### src/rtl/victim_cache_pkg.sv
// Shared types for the victim-cache tag store: opcodes, flush FSM states and per-way entry.
// Tags are held zero-extended to TAG_W_MAX so the entry struct stays parameter-free.
package victim_cache_pkg;

    localparam int unsigned TAG_W_MAX = 32;

    typedef enum logic [2:0] {
        OP_LOOKUP      = 3'd0,
        OP_INSERT      = 3'd1,
        OP_INVALIDATE  = 3'd2,
        OP_SET_DIRTY   = 3'd3,
        OP_CLEAR_DIRTY = 3'd4,
        OP_READ        = 3'd5,
        OP_NOP6        = 3'd6,
        OP_NOP7        = 3'd7
    } tag_op_e;

    typedef enum logic [1:0] {
        ST_IDLE       = 2'd0,
        ST_FLUSH_SCAN = 2'd1,
        ST_FLUSH_WB   = 2'd2
    } fsm_state_e;

    typedef struct packed {
        logic [TAG_W_MAX-1:0] tag;
        logic                 valid;
        logic                 dirty;
    } way_entry_t;

endpackage

### src/rtl/lru_age_tracker.sv
// True-LRU age tracker: ages form a permutation of 0..NUM_WAYS-1, oldest way is the LRU.
// A touch zeroes the touched way's age and ages every younger way by one.
module lru_age_tracker #(
    parameter int unsigned  NUM_WAYS = 4,
    localparam int unsigned WAY_W    = $clog2(NUM_WAYS)
) (
    input  logic             i_clk,
    input  logic             i_rst,
    input  logic             i_touch,
    input  logic [WAY_W-1:0] i_touch_way,
    output logic [WAY_W-1:0] o_lru_way
);

    logic [WAY_W-1:0] r_age [NUM_WAYS];
    logic [WAY_W-1:0] w_lru_way;

    always_ff @(posedge i_clk) begin
        if (i_rst) begin
            for (int i = 0; i < NUM_WAYS; i++) begin
                r_age[i] <= WAY_W'(i);
            end
        end else if (i_touch) begin
            for (int i = 0; i < NUM_WAYS; i++) begin
                if (WAY_W'(i) == i_touch_way) begin
                    r_age[i] <= '0;
                end else if (r_age[i] < r_age[i_touch_way]) begin
                    r_age[i] <= r_age[i] + 1'b1;
                end
            end
        end
    end

    always_comb begin
        w_lru_way = '0;
        for (int i = 0; i < NUM_WAYS; i++) begin
            if (r_age[i] == WAY_W'(NUM_WAYS - 1)) begin
                w_lru_way = WAY_W'(i);
            end
        end
    end

    assign o_lru_way = w_lru_way;

endmodule

### src/rtl/victim_tag_lru.sv
// Fully associative victim-cache tag store with LRU victim selection, swap-on-hit option
// and a handshaked dirty-line flush engine. One command per cycle, registered response.
module victim_tag_lru
    import victim_cache_pkg::*;
#(
    parameter int unsigned  TAG_WIDTH   = 4,
    parameter int unsigned  NUM_WAYS    = 4,
    parameter bit           SWAP_ON_HIT = 1'b1,
    localparam int unsigned WAY_W       = $clog2(NUM_WAYS)
) (
    input  logic                 i_clk,
    input  logic                 i_rst,
    input  logic                 i_cmd_valid,
    output logic                 o_cmd_ready,
    input  logic [2:0]           i_cmd_op,
    input  logic [TAG_WIDTH-1:0] i_cmd_tag,
    input  logic [WAY_W-1:0]     i_cmd_way,
    input  logic                 i_cmd_dirty,
    output logic                 o_rsp_valid,
    output logic                 o_rsp_hit,
    output logic [WAY_W-1:0]     o_rsp_way,
    output logic [TAG_WIDTH-1:0] o_rsp_tag,
    output logic                 o_rsp_vbit,
    output logic                 o_rsp_dirty,
    output logic                 o_rsp_evict,
    output logic [TAG_WIDTH-1:0] o_rsp_evict_tag,
    output logic                 o_rsp_evict_dirty,
    input  logic                 i_flush_req,
    output logic                 o_wb_valid,
    input  logic                 i_wb_ready,
    output logic [TAG_WIDTH-1:0] o_wb_tag,
    output logic [WAY_W-1:0]     o_wb_way,
    output logic                 o_flush_done
);

    way_entry_t r_entry   [NUM_WAYS];
    way_entry_t w_entry_d [NUM_WAYS];

    fsm_state_e       r_state, w_state_d;
    logic [WAY_W-1:0] r_ptr, w_ptr_d;

    logic                 r_rsp_valid, r_rsp_hit, r_rsp_vbit, r_rsp_dirty;
    logic                 r_rsp_evict, r_rsp_evict_dirty;
    logic [WAY_W-1:0]     r_rsp_way;
    logic [TAG_WIDTH-1:0] r_rsp_tag, r_rsp_evict_tag;

    tag_op_e              w_op;
    logic [TAG_W_MAX-1:0] w_tag_ext;
    logic                 w_accept, w_hit, w_free, w_touch, w_flush_done, w_ptr_last;
    logic                 w_rsp_hit, w_evict;
    logic [WAY_W-1:0]     w_hit_way, w_free_way, w_lru_way, w_victim, w_touch_way, w_rsp_way;

    assign w_op        = tag_op_e'(i_cmd_op);
    assign w_tag_ext   = TAG_W_MAX'(i_cmd_tag);
    assign o_cmd_ready = (r_state == ST_IDLE) && !i_rst;
    assign w_accept    = i_cmd_valid && o_cmd_ready;
    assign w_ptr_last  = (r_ptr == WAY_W'(NUM_WAYS - 1));

    // Descending scan so the lowest matching / free index wins.
    always_comb begin
        w_hit      = 1'b0;
        w_hit_way  = '0;
        w_free     = 1'b0;
        w_free_way = '0;
        for (int i = NUM_WAYS - 1; i >= 0; i--) begin
            if (r_entry[i].valid && (r_entry[i].tag == w_tag_ext)) begin
                w_hit     = 1'b1;
                w_hit_way = WAY_W'(i);
            end
            if (!r_entry[i].valid) begin
                w_free     = 1'b1;
                w_free_way = WAY_W'(i);
            end
        end
    end

    assign w_victim = w_free ? w_free_way : w_lru_way;

    lru_age_tracker #(
        .NUM_WAYS (NUM_WAYS)
    ) u_lru (
        .i_clk       (i_clk),
        .i_rst       (i_rst),
        .i_touch     (w_touch),
        .i_touch_way (w_touch_way),
        .o_lru_way   (w_lru_way)
    );

    always_comb begin
        w_entry_d    = r_entry;
        w_state_d    = r_state;
        w_ptr_d      = r_ptr;
        w_touch      = 1'b0;
        w_touch_way  = '0;
        w_flush_done = 1'b0;
        case (r_state)
            ST_IDLE: begin
                if (w_accept) begin
                    case (w_op)
                        OP_LOOKUP: begin
                            if (w_hit) begin
                                if (SWAP_ON_HIT) begin
                                    w_entry_d[w_hit_way].valid = 1'b0;
                                    w_entry_d[w_hit_way].dirty = 1'b0;
                                end else begin
                                    w_touch     = 1'b1;
                                    w_touch_way = w_hit_way;
                                end
                            end
                        end
                        OP_INSERT: begin
                            w_touch = 1'b1;
                            if (w_hit) begin
                                w_entry_d[w_hit_way].dirty = r_entry[w_hit_way].dirty | i_cmd_dirty;
                                w_touch_way                = w_hit_way;
                            end else begin
                                w_entry_d[w_victim].tag   = w_tag_ext;
                                w_entry_d[w_victim].valid = 1'b1;
                                w_entry_d[w_victim].dirty = i_cmd_dirty;
                                w_touch_way               = w_victim;
                            end
                        end
                        OP_INVALIDATE: begin
                            w_entry_d[i_cmd_way].valid = 1'b0;
                            w_entry_d[i_cmd_way].dirty = 1'b0;
                        end
                        OP_SET_DIRTY: begin
                            if (r_entry[i_cmd_way].valid) begin
                                w_entry_d[i_cmd_way].dirty = 1'b1;
                            end
                        end
                        OP_CLEAR_DIRTY: w_entry_d[i_cmd_way].dirty = 1'b0;
                        default: ;
                    endcase
                end else if (i_flush_req && !i_cmd_valid) begin
                    w_state_d = ST_FLUSH_SCAN;
                    w_ptr_d   = '0;
                end
            end
            ST_FLUSH_SCAN: begin
                if (r_entry[r_ptr].valid && r_entry[r_ptr].dirty) begin
                    w_state_d = ST_FLUSH_WB;
                end else begin
                    w_entry_d[r_ptr].valid = 1'b0;
                    w_entry_d[r_ptr].dirty = 1'b0;
                    if (w_ptr_last) begin
                        w_state_d    = ST_IDLE;
                        w_flush_done = 1'b1;
                    end else begin
                        w_ptr_d = r_ptr + 1'b1;
                    end
                end
            end
            ST_FLUSH_WB: begin
                if (i_wb_ready) begin
                    w_entry_d[r_ptr].valid = 1'b0;
                    w_entry_d[r_ptr].dirty = 1'b0;
                    if (w_ptr_last) begin
                        w_state_d    = ST_IDLE;
                        w_flush_done = 1'b1;
                    end else begin
                        w_state_d = ST_FLUSH_SCAN;
                        w_ptr_d   = r_ptr + 1'b1;
                    end
                end
            end
            default: w_state_d = ST_IDLE;
        endcase
    end

    always_ff @(posedge i_clk) begin
        if (i_rst) begin
            r_state <= ST_IDLE;
            r_ptr   <= '0;
            for (int i = 0; i < NUM_WAYS; i++) begin
                r_entry[i] <= '0;
            end
        end else begin
            r_state <= w_state_d;
            r_ptr   <= w_ptr_d;
            r_entry <= w_entry_d;
        end
    end

    always_comb begin
        w_rsp_way = '0;
        w_rsp_hit = 1'b0;
        case (w_op)
            OP_LOOKUP: begin
                w_rsp_way = w_hit_way;
                w_rsp_hit = w_hit;
            end
            OP_INSERT: begin
                w_rsp_way = w_hit ? w_hit_way : w_victim;
                w_rsp_hit = w_hit;
            end
            OP_INVALIDATE, OP_SET_DIRTY, OP_CLEAR_DIRTY, OP_READ: w_rsp_way = i_cmd_way;
            default: ;
        endcase
    end

    assign w_evict = (w_op == OP_INSERT) && !w_hit && r_entry[w_victim].valid;

    // Response data only moves on an accepted command so it holds between pulses.
    always_ff @(posedge i_clk) begin
        if (i_rst) begin
            r_rsp_valid       <= 1'b0;
            r_rsp_hit         <= 1'b0;
            r_rsp_way         <= '0;
            r_rsp_tag         <= '0;
            r_rsp_vbit        <= 1'b0;
            r_rsp_dirty       <= 1'b0;
            r_rsp_evict       <= 1'b0;
            r_rsp_evict_tag   <= '0;
            r_rsp_evict_dirty <= 1'b0;
        end else begin
            r_rsp_valid <= w_accept;
            if (w_accept) begin
                r_rsp_hit         <= w_rsp_hit;
                r_rsp_way         <= w_rsp_way;
                r_rsp_tag         <= r_entry[w_rsp_way].tag[TAG_WIDTH-1:0];
                r_rsp_vbit        <= r_entry[w_rsp_way].valid;
                r_rsp_dirty       <= r_entry[w_rsp_way].dirty;
                r_rsp_evict       <= w_evict;
                r_rsp_evict_tag   <= w_evict ? r_entry[w_victim].tag[TAG_WIDTH-1:0] : '0;
                r_rsp_evict_dirty <= w_evict && r_entry[w_victim].dirty;
            end
        end
    end

    assign o_rsp_valid       = r_rsp_valid;
    assign o_rsp_hit         = r_rsp_hit;
    assign o_rsp_way         = r_rsp_way;
    assign o_rsp_tag         = r_rsp_tag;
    assign o_rsp_vbit        = r_rsp_vbit;
    assign o_rsp_dirty       = r_rsp_dirty;
    assign o_rsp_evict       = r_rsp_evict;
    assign o_rsp_evict_tag   = r_rsp_evict_tag;
    assign o_rsp_evict_dirty = r_rsp_evict_dirty;

    assign o_wb_valid   = (r_state == ST_FLUSH_WB);
    assign o_wb_tag     = o_wb_valid ? r_entry[r_ptr].tag[TAG_WIDTH-1:0] : '0;
    assign o_wb_way     = o_wb_valid ? r_ptr : '0;
    assign o_flush_done = w_flush_done && !i_rst;

endmodule
### config.mk
export PLATFORM = sky130hd
export DESIGN_NAME = victim_tag_lru
export DESIGN_NICKNAME = d
export VERILOG_FILES = /design/src/rtl/victim_cache_pkg.sv /design/src/rtl/lru_age_tracker.sv /design/src/rtl/victim_tag_lru.sv
export SDC_FILE = /design/constraint.sdc
export NUM_CORES = 1
export LEC_CHECK = 0
export CAP_MARGIN = 20
export CORE_MARGIN = 1.5
export CORE_UTILIZATION = 54
export DETAILED_ROUTE_END_ITERATION = 6
export MAX_ROUTING_LAYER = met4
export PLACE_DENSITY_LB_ADDON = 0.08
export SYNTH_ARGS = -nofsm -noshare
export SYNTH_HDL_FRONTEND = slang
export SYNTH_HIERARCHICAL = 1
export SYNTH_SLANG_ARGS = --single-unit
### constraint.sdc
create_clock -name i_clk -period 4.2 [get_ports i_clk]
set_clock_uncertainty 0.15 [all_clocks]
set_input_delay 1.05 -clock i_clk [delete_from_list [all_inputs] [get_ports i_clk]]
set_output_delay 1.05 -clock i_clk [all_outputs]
set_load 0.005 [all_outputs]
Word-level counts from Yosys, hierarchy flattened --
Memories as Yosys holds them, arrays and structs flattened. Index checks and enable logic that the tools add are counted.
Word-level totals: bits in registers 156, bits in writable memories 8, memories 1
Operators by class: add/subtract/negate cells 5, magnitude comparators 13, equality and inequality tests 27, mux-type cells 148, bitwise logic cells 14, reductions and logical operators 28
Memories:
- u_lru.r_age | depth 4, width 2, read ports 5, clocked after memory_dff 0, wr ports 4, line lru_age_tracker.sv:14 | logic [WAY_W-1:0] r_age [NUM_WAYS];
Operator list (count):
- $bwmux 136 | 12
- $mux 136 | 6
- $pmux 136 s5 | 1
- $demux 34 s2 | 9
- $pmux 136 s3 | 1
- $bmux 34 s2 | 5
- $eq 32x4->1 | 4
- $mux 2 | 40
- $mux 1 | 61
- $mux 6 | 6
- $mux 34 | 1
- $pmux 2 s3 | 3
- $logic_and 1x1->1 | 16
- $ge 3x3->1 const B | 5
- $not 2->3 | 5
- $lt 3x1->1 const B | 4
- $add 2x1->2 const B | 5
- $eq 2x2->1 const B | 5
- $ne 3x3->1 const B | 3
- $or 1x1->1 | 9
- $lt 2x2->1 | 4
- $mux 4 | 2
- $reduce_and 7->1 | 1
- $eq 3x2->1 const B | 2
- 17 further kinds | 25

Logic depth before layout (Yosys ltp) --
An unclocked memory read counts as a cell.
depth in word-level cells 18, mapped depth 15, depth with buffers taken out 13

By module --
Netlist, hierarchy kept.
By module, submodules not included:
- victim_tag_lru | instances 1, cells an instance 681, area an instance 6501.2 um2, sequential area each 3123.0 um2
- lru_age_tracker | instances 1, cells an instance 67, area an instance 704.4 um2, sequential area each 240.2 um2

Least setup slack after synthesis --
Ideal clock, no wire load.
path type input-to-reg, start in i_cmd_tag[3], end mem u_lru/r_age[2][0] in the netlist's numbering (enable), data arrival time 3803 ps, path slack -81 ps, stages 13, path buffers 2, cells stage by stage buf_2 > xnor2_1 > nand4_1 > inv_1 > a2111oi_2 > nand2_1 > a21oi_1 > buf_6 > mux4_2 > inv_1 > ha_1 > a21boi_2 > o21ai_0
RTL lines:
- from (decl) | line victim_tag_lru.sv:16 | input logic [TAG_WIDTH-1:0] i_cmd_tag,
- to (decl) | line lru_age_tracker.sv:14

==> flow_summary.yaml <==
finish:
  fin_nets: 851
  drive_gt1_share_pct: 13.1
  design_area_um2: 8650
  mostFrequentLayoutCell: "dfxtp_1"
  utilization_pct: 65.8
  mostFrequentLayoutCells: "156 x dfxtp_1, 92 x and2_1, 52 x nor2_1, 52 x nand2_1, 52 x buf_4"
  n_antenna_cell: 0
  area_growth_pct: 20.1
synth:
  synth_cells: 748
  synthArstFlopShare_pct: 0
  synth_top_cell_by_area: "dfxtp_1"
  yosys_warnings: 6
  synth_top_area_share_pct: 43.3
  synth_edf_count: 8
  synth_cell_types: 67
  synth_area_um2: 7210
  ys_seq_elements: 164
  ys.flop_type: "dfxtp_1"
  seq_area_frac_synth_pct: 46.7
  syn_nets: 778
  post_synth.cell_area_avg_um2: 9.63
  yosys-top-cells-area: "dfxtp_1 43%, and2_1 8.0%, mux2i_1 6.0%"
power_and_ir_drop:
  power_density_nw_per_um2: 387
  switching_share_pct: 22.9
  p_switching_uw: 768
  seqPwrFrac_pct: 47.3
  power.total_mw: 3.35
  leakagePower_nw: 3.48
  combPwrFrac_pct: 7.0
  p_int_mw: 2.58
  irDropWorstVdd_uv: 252
  p_clk_share_pct: 45.7
drt:
  postRouteWirelength_mm: 18.0
  drt_iter0_markers: 442
  wire_per_inst_um: 17.8
  drc: 0
  postRouteAntennaNets: 0
  num_vias: 5837
  drt-pass1-iter-count: 5
  vias_per_cell: 5.78
clock_tree:
  cts_buffer_depth: 2
  h-tree-depth: 4
  clk_latency_ns: 0.43
  cts_root_buf: "clkbuf_16"
  cts_tree: "done"
  clock_sinks: 164
  cts_hold_buf: 0
  cts_setup_buffers: 0
  cts_buffers: 17
  path_clk_slew_ns: 0.06
timing:
  max_freq_mhz: 258
  worstMarginPinSlew_ns: 0.855
  fin_crit_ns: 3.88
  rsz0062_at_grt: "false"
  finalHoldViolations: 0
  fin_crit_sh_pct: 92.4
  slew_viol_final: 0
  holdWs_ns: 0.304
  finalSetupViolations: 0
  slew_headroom_pct: 42.9
placed_design:
  placed_cell_area_um2: 8030
  io_buffers: 39
  place_congestion: 0.996
  post-dp-hpwl_mm: 13.0
die:
  die_w_um: 119
  die-area_um2: 14000
  row_count: 42
  pin_count: 40
  start_util_pct: 54.8
  core_area_um2: 13100
  die_h_um: 119
global_route:
  grt_use_total_pct: 27.2
  first_global_vias: 5810
  grt_first_pass_wirelength_mm: 29.2
  antenna_found_initial: 0
  overflow: 0
  grt_max_degree: 45
hold_path:
  hold_path_depth: 2
  worstHoldEndpoint: "o_rsp_way[1]"
  worstHoldStart: "o_rsp_way[1]"
  hp-class: "register to register"
worst_setup_path:
  cp-start-kind: "input port"
  r2r-end: "u_lru/r_age[2][1]"
  reg2reg_depth: 11
  worst-path-max-fanout: 5
  cp.required_ns: 4.22
  cp.arrival_ns: 3.90
  end_kind: "register"
  r2r_slack_ns: 0.45
  timing_worst_setup_path_type: "input port to register"
  timing.rr.start: "r_entry[80]"
  crit_start: "i_cmd_tag[1]"
run_status:
  status: "finished clean"
flow_run:
  maxCapViolations: 0
metrics by stage:
step | instances | TNS, ns | worst slack (ns)
4_1_cts | 1010 | 0 | 0.0151
3_5_place_dp | 978 | -8.75 | -0.630
6_report | 1010 | 0 | 0.318
5_1_grt | 1010 | 0 | 0.172
2_1_floorplan | 748 | 0 | 0.0273
3_3_place_gp | 978 | -6.73 | -0.525
flip-flops by register name, indices dropped and copies added, names as in the netlist:
register,cells
r_ptr,2
o_rsp_evict_dirty,1
r_state,2
o_rsp_valid,1
o_rsp_hit,1
o_rsp_way,2
o_rsp_tag,4
o_rsp_evict_tag,4
o_rsp_evict,1
u_lru/r_age,8
r_entry,136
o_rsp_vbit,1
o_rsp_dirty,1
cells in the mapped netlist, types with 2 or more instances:
cell and n:
a211oi_1 5, and3_1 28, a21boi_0 2, o221ai_1 8, nor3b_1 3, o22ai_1 2, o21ai_0 17, nor4_1 23
nand2b_1 9, nor4b_1 6, a2111oi_2 2, nand2_1 52, a31oi_1 5, nor2b_1 7, mux4_2 8, buf_2 9
nor3_1 15, dfxtp_1 156, mux2i_1 43, ha_1 15, a311oi_1 2, nor2_1 52, edfxtp_1 8, and2_1 92
or3_1 7, o211ai_1 3, or2_2 5, inv_1 26, o21ai_1 2, a21oi_1 24, nand3_1 14, xnor2_1 17
clkbuf_1 21, nand4_1 13, o31ai_1 2, nor2_4 2, a221o_1 4, o32ai_1 2, a221oi_1 2, a21o_1 2
buf_6 5, o21a_1 3
cell families (layout without fill, tap and decap cells):
group	count (synthesis)	after routing	synth area share, %
xor gates and xnor gates	17	17	2.07
buffers and inverters	63	149	4.03
DFF	164	164	46.7
muxes	51	51	8.47
AOI/OAI and AO/OA	102	102	10.2
adders and majority gates	15	15	2.60
and+or+nand+nor	336	336	25.9
layer usage:
layer	global-route usage (%)	up-vias	wire length [µm]
met2	43.5	176	8620
met4	11.1	0	452
met5	-	-	0
met3	5.26	32	756
met1	34.1	2817	8200
li1	-	2812	-
worst max-delay path, stage by stage:
cell            delay, ns
dlymetal6s2s_1       0.21
xnor2_1              0.16
nand4_1              0.15
nor3_1               0.08
buf_4                0.15
a2111oi_4            0.34
nand2_1              0.18
a21oi_4              0.21
mux4_2               0.51
inv_1                0.15
ha_1                 0.26
a21boi_2             0.16
o32a_1               0.28
worst max-delay path by stage:
stage | endpoint | slack, ns
floorplan | u_lru/r_age[2][0] | 0.03
detailed placement | u_lru/r_age[0][0] | -0.63
CTS | u_lru/r_age[2][1] | 0.02
global route | u_lru/r_age[2][1] | 0.17
global placement | u_lru/r_age[2][0] | -0.53
finish | u_lru/r_age[2][1] | 0.32
power groups by stage:
stage,sequential [mW],clock (mW),combinational (mW)
finish,1.58,1.53,0.236
global route,1.58,1.61,0.256
CTS,1.58,1.56,0.233
detailed placement,1.62,0,0.231
global placement,1.62,0,0.225
floorplan,1.62,0,0.152
layout make-up:
type	instances	area (µm²)
Multi-Input combinational cell	521	3590
Timing Repair Buffer	91	791
Inverter	26	97.6
Sequential cell	164	3360
Clock inverter	10	124
Fill cell	1102	4490
Tap cell	176	220
Clock buffer	22	464
what timing repair did:
action,CTS,global route
setup endpoints to repair,12,14
gates resized for setup,6,4
endpoints found under the hold margin,0,0
Note: power is estimated with default switching activity, not from simulation.
